`src/rtl/spi_pixel_master.sv`:
```
// rtl/spi_pixel_master.sv - SPI mode-0 master that streams 16-bit pixel words, one frame per request
module spi_pixel_master #(
  parameter int CLK_DIV      = 2,
  parameter int FRAME_PIXELS = 2048
) (
  input  logic        clk,
  input  logic        reset,
  input  logic        frame_start,
  input  logic [15:0] pix_data,
  input  logic        pix_valid,
  output logic        pix_ready,
  output logic        busy,
  output logic        frame_done,
  output logic        spi_clk,
  output logic        spi_mosi,
  output logic        spi_ss,
  input  logic        spi_miso
);

  localparam int               CNT_W     = $clog2(FRAME_PIXELS) + 1;
  localparam logic [7:0]       DIV_LAST  = 8'(CLK_DIV - 1);
  localparam logic [CNT_W-1:0] PIX_TOTAL = CNT_W'(FRAME_PIXELS);

  typedef enum logic [2:0] {
    IDLE,
    SS_SETUP,
    WAIT_DATA,
    SHIFT,
    SS_HOLD
  } state_t;

  state_t           state, state_nxt;
  logic [7:0]       div_cnt, div_cnt_nxt;
  logic [3:0]       bit_cnt, bit_cnt_nxt;
  logic [15:0]      shreg, shreg_nxt;
  logic [CNT_W-1:0] pix_cnt, pix_cnt_nxt;
  logic             spi_clk_nxt, spi_mosi_nxt, spi_ss_nxt;
  logic             busy_nxt, frame_done_nxt;
  logic             div_wrap;
  logic             unused_miso;

  assign unused_miso = spi_miso;
  assign div_wrap    = (div_cnt == DIV_LAST);
  assign pix_ready   = (state == WAIT_DATA);

  always_ff @(posedge clk or posedge reset) begin
    if (reset) begin
      state <= IDLE;
    end else begin
      state <= state_nxt;
    end
  end

  always_comb begin
    state_nxt      = state;
    div_cnt_nxt    = div_cnt;
    bit_cnt_nxt    = bit_cnt;
    shreg_nxt      = shreg;
    pix_cnt_nxt    = pix_cnt;
    spi_clk_nxt    = spi_clk;
    spi_mosi_nxt   = spi_mosi;
    spi_ss_nxt     = spi_ss;
    busy_nxt       = busy;
    frame_done_nxt = 1'b0;

    case (state)
      IDLE: begin
        spi_ss_nxt  = 1'b1;
        spi_clk_nxt = 1'b0;
        busy_nxt    = 1'b0;
        if (frame_start) begin
          state_nxt   = SS_SETUP;
          spi_ss_nxt  = 1'b0;
          busy_nxt    = 1'b1;
          div_cnt_nxt = '0;
          pix_cnt_nxt = '0;
        end
      end

      SS_SETUP: begin
        if (div_wrap) begin
          state_nxt   = WAIT_DATA;
          div_cnt_nxt = '0;
        end else begin
          div_cnt_nxt = div_cnt + 8'd1;
        end
      end

      WAIT_DATA: begin
        if (pix_valid) begin
          state_nxt    = SHIFT;
          shreg_nxt    = pix_data;
          spi_mosi_nxt = pix_data[15];
          pix_cnt_nxt  = pix_cnt + CNT_W'(1);
          bit_cnt_nxt  = '0;
          div_cnt_nxt  = '0;
        end
      end

      SHIFT: begin
        if (div_wrap) begin
          div_cnt_nxt = '0;
          spi_clk_nxt = ~spi_clk;
          // Falling edge: either advance to the next bit or finish the word.
          if (spi_clk) begin
            if (bit_cnt == 4'd15) begin
              state_nxt = (pix_cnt < PIX_TOTAL) ? WAIT_DATA : SS_HOLD;
            end else begin
              bit_cnt_nxt  = bit_cnt + 4'd1;
              shreg_nxt    = {shreg[14:0], shreg[15]};
              spi_mosi_nxt = shreg[14];
            end
          end
        end else begin
          div_cnt_nxt = div_cnt + 8'd1;
        end
      end

      SS_HOLD: begin
        if (div_wrap) begin
          state_nxt      = IDLE;
          div_cnt_nxt    = '0;
          spi_ss_nxt     = 1'b1;
          busy_nxt       = 1'b0;
          frame_done_nxt = 1'b1;
        end else begin
          div_cnt_nxt = div_cnt + 8'd1;
        end
      end

      default: begin
        state_nxt = IDLE;
      end
    endcase
  end

  always_ff @(posedge clk or posedge reset) begin
    if (reset) begin
      div_cnt    <= '0;
      bit_cnt    <= '0;
      shreg      <= '0;
      pix_cnt    <= '0;
      spi_clk    <= 1'b0;
      spi_mosi   <= 1'b0;
      spi_ss     <= 1'b1;
      busy       <= 1'b0;
      frame_done <= 1'b0;
    end else begin
      div_cnt    <= div_cnt_nxt;
      bit_cnt    <= bit_cnt_nxt;
      shreg      <= shreg_nxt;
      pix_cnt    <= pix_cnt_nxt;
      spi_clk    <= spi_clk_nxt;
      spi_mosi   <= spi_mosi_nxt;
      spi_ss     <= spi_ss_nxt;
      busy       <= busy_nxt;
      frame_done <= frame_done_nxt;
    end
  end

endmodule

```
`config.mk`:
```
export PLATFORM = sky130hd
export DESIGN_NAME = spi_pixel_master
export DESIGN_NICKNAME = d
export VERILOG_FILES = /design/src/rtl/spi_pixel_master.sv
export SDC_FILE = /design/constraint.sdc
export NUM_CORES = 1
export LEC_CHECK = 0
export ABC_AREA = 1
export CORE_ASPECT_RATIO = 0.8
export CORE_MARGIN = 4
export CORE_UTILIZATION = 60
export DETAILED_ROUTE_END_ITERATION = 12
export PLACE_DENSITY_LB_ADDON = 0.3
export SKIP_LAST_GASP = 1
export SYNTH_ARGS = -nofsm -noshare
export SYNTH_HDL_FRONTEND = slang
export SYNTH_SLANG_ARGS = --single-unit
```
`constraint.sdc`:
```
create_clock -name clk -period 2.95 [get_ports clk]
set_clock_uncertainty 0.05 [all_clocks]
set_input_delay 0.59 -clock clk [delete_from_list [all_inputs] [get_ports clk]]
set_output_delay 0.59 -clock clk [all_outputs]
set_load 0.02 [all_outputs]
```
==> results.py <==
metrics = {
    "run_status": {
        "status": "completed",
    },
    "setup_path": {
        "required_ns": 2.31,
        "cp.arrival_ns": 1.92,
        "crit_path_end_kind": "output port",
        "slowest_stage": "clkdlybuf4s50_1",
        "crit_type": "flop to output port",
        "max_stage_delay_ns": 0.62,
        "critPathMaxFanout": 7,
        "path_cells": "nor2_4 > nand2_2 > inv_1 > clkdlybuf4s50_1",
        "crit_family": "buffers and inverters",
        "crit_buf_inv": 2,
        "start_kind": "flop",
    },
    "synthesis": {
        "synth.cell_area_um2": 2689,
        "synth_edf_count": 0,
        "synth_area_leaders": "dfrtp_1 43%, nand2_1 20%, nand3_1 7.8%",
        "synth_seq_cells": 47,
        "synthFlopType": "dfrtp_1",
        "async_flop_share_pct": 100.0,
        "syn_nets": 388,
        "synth_top_area_share_pct": 42.81,
        "ys_seq_area_share_pct": 43.79,
        "synth_top_area_cell": "dfrtp_1",
        "ys_warn_count": 0,
        "syn_inst": 363,
        "syn_area_per_cell_um2": 7.407,
        "synth.distinct_cells": 28,
    },
    "placed_design": {
        "dpl.hpwl_um": 3853,
        "port_buffers": 25,
        "gp_congestion": 0.8922,
        "pre_cts_slack_ns": 0.7440,
    },
    "clocking": {
        "clock_latency_ns": 0.31,
        "cts_setup_buffers": 0,
        "cts.clk_slew.worst_paths_ns": 0.08,
        "cts_buffers": 5,
        "cts_root_buf": "clkbuf_8",
        "cts.path.max_buffers": 2,
        "cts_sinks": 47,
        "cts_tree": "yes",
        "cts_hold_buf": 0,
        "post_cts_resized": 0,
        "htreeDepth": 2,
    },
    "grt": {
        "grt_pass1_wl_um": 9735,
        "track_usage_pct": 21.57,
        "grt_max_degree": 27,
        "grt_pass1_vias": 2121,
        "overflow": 0,
        "antenna_found_initial": 0,
    },
    "timing": {
        "hold_viol_final": 0,
        "relSlewSlack_pct": 63.72,
        "layout_setup_ws_ns": 0.3870,
        "finalSetupViolCount": 0,
        "slew_violations": 0,
        "worstMarginPinSlew_ns": 0.5436,
        "tns_ns": 0,
        "period_share_pct": 86.88,
        "fin_crit_ns": 2.563,
        "grt_setup_unrepaired": "false",
        "fmax_mhz": 390.2,
    },
    "floorplan": {
        "die_h_um": 67.88,
        "io_pins": 27,
        "coreArea_um2": 4257,
        "rows": 21,
        "start_util_pct": 63.17,
        "die_w_um": 82.85,
        "die_area_um2": 5623,
    },
    "cells_and_area": {
        "mostFrequentLayoutCell": "nand2_1",
        "final_util_pct": 71.13,
        "syn_to_final_growth_pct": 12.61,
        "final_cell_mix": "143 x nand2_1, 46 x dfrtp_1, 42 x nand3_1",
        "antenna_cells": 0,
        "final_net_count": 413,
        "drive_gt1_share_pct": 8.763,
    },
    "detailed_routing": {
        "wl_per_cell_um": 12.37,
        "wl_um": 5504,
        "drc": 0,
        "drt_pass1_iterations": 5,
        "drt-initial-drc-count": 137,
        "via_count": 2319,
        "drtAntennaViolNets": 0,
        "routed_via_density": 5.211,
    },
    "run": {
        "cap_violations": 0,
    },
    "power_and_ir_drop": {
        "p_leak_nw": 1.584,
        "vdd_ir_drop_max_mv": 0.5768,
        "powerDensity_nw_per_um2": 870.0,
    },
    "min_path": {
        "worstHoldPathType": "flop to flop",
    },
}
-- sequential cells by signal, indices dropped and copies added, names as in the netlist --
| name | flops |
|---|---|
| bit_cnt | 4 |
| busy | 1 |
| div_cnt | 8 |
| frame_done | 1 |
| pix_cnt | 12 |
| shreg | 15 |
| spi_clk | 1 |
| spi_mosi | 1 |
| spi_ss | 1 |
| state | 3 |
-- cells in the mapped netlist, types with 2 or more instances --
cell        n
nand3_2     2
nand2_2    11
o21ai_0    10
nor2_4      3
a21oi_1     4
xnor2_1     2
buf_2       2
nand2_1   143
nand3b_1    2
nand3_1    42
dfrtp_1    46
nand4_1     5
xor2_1      5
nor2_2      2
nor2_1     31
buf_4       4
ha_1        4
buf_6       4
inv_1      31
nor3_1      2
-- worst reg2reg max path: cells and delay by family (launching register included) --
| kind | cells | cell delay [ns] |
|---|---|---|
| DFF | 1 | 0.49 |
| and+or+nand+nor | 5 | 0.96 |
| AOI/OAI and AO/OA | 1 | 0.09 |
| buffers and inverters | 2 | 0.39 |
-- stage by stage --
step	instance area, µm²	hold WS (ns)	total power [mW]	cells
2_1_floorplan	2689	0.3922	2.035	363
3_3_place_gp	2940	0.4038	2.194	438
3_5_place_dp	2940	0.4105	2.237	438
4_1_cts	3028	0.4223	2.649	445
5_1_grt	3028	0.4436	2.872	445
6_report	3028	0.4211	2.634	445
-- layout make-up --
cell class,count,area [µm²]
Inverter,31,116.4
Tap cell,57,71.32
Sequential cell,47,1177
Timing Repair Buffer,29,280.3
Multi-Input combinational cell,274,1295
Fill cell,363,1229
Clock buffer,6,82.58
Clock inverter,1,5.005
-- worst paths after layout --
kind | startpoint | to | slack (ns) | cells after the start
hold reg to reg | spi_ss | spi_ss | 0.42 | 2
setup / recovery | state[2] | pix_ready | 0.39 | 4
max in group asynchronous | reset | spi_ss | 1.62 | 3
hold / removal | spi_ss | spi_ss | 0.42 | 2
min in group asynchronous | reset | div_cnt[3] | 0.59 | 2
setup reg to reg | state[2] | shreg[12] | 0.92 | 8
-- metal layers --
| layer | wire, µm | vias to the layer above | share of wire [%] | global-route usage, % |
|---|---|---|---|---|
| li1 | - | 1190 | - | - |
| met1 | 2747 | 1036 | 50 | 31.07 |
| met2 | 2325 | 82 | 42 | 31.90 |
| met4 | 105 | 0 | 1.9 | 8.571 |
| met5 | 0 | - | 0 | 0 |
| met3 | 325 | 11 | 5.9 | 4.813 |
-- power breakdown --
part           internal (mW)  switching [mW]  total (mW)
Combinational          0.413           0.845        1.26
Sequential             0.832           0.148       0.980
Clock                  0.184           0.212       0.396
-- kinds of logic (layout without fill, tap and decap cells) --
kind of cell | count (synthesis) | count (layout) | synth area share [%]
adder cells (fa/ha/maj) | 4 | 4 | 1.861
AO/OA/AOI/OAI | 18 | 18 | 3.630
flip-flops | 47 | 47 | 43.79
buffers and inverters | 42 | 67 | 8.050
AND/OR/NAND/NOR | 245 | 245 | 40.39
XOR/XNOR | 7 | 7 | 2.280
No activity file was read; power rests on OpenSTA's default activity.
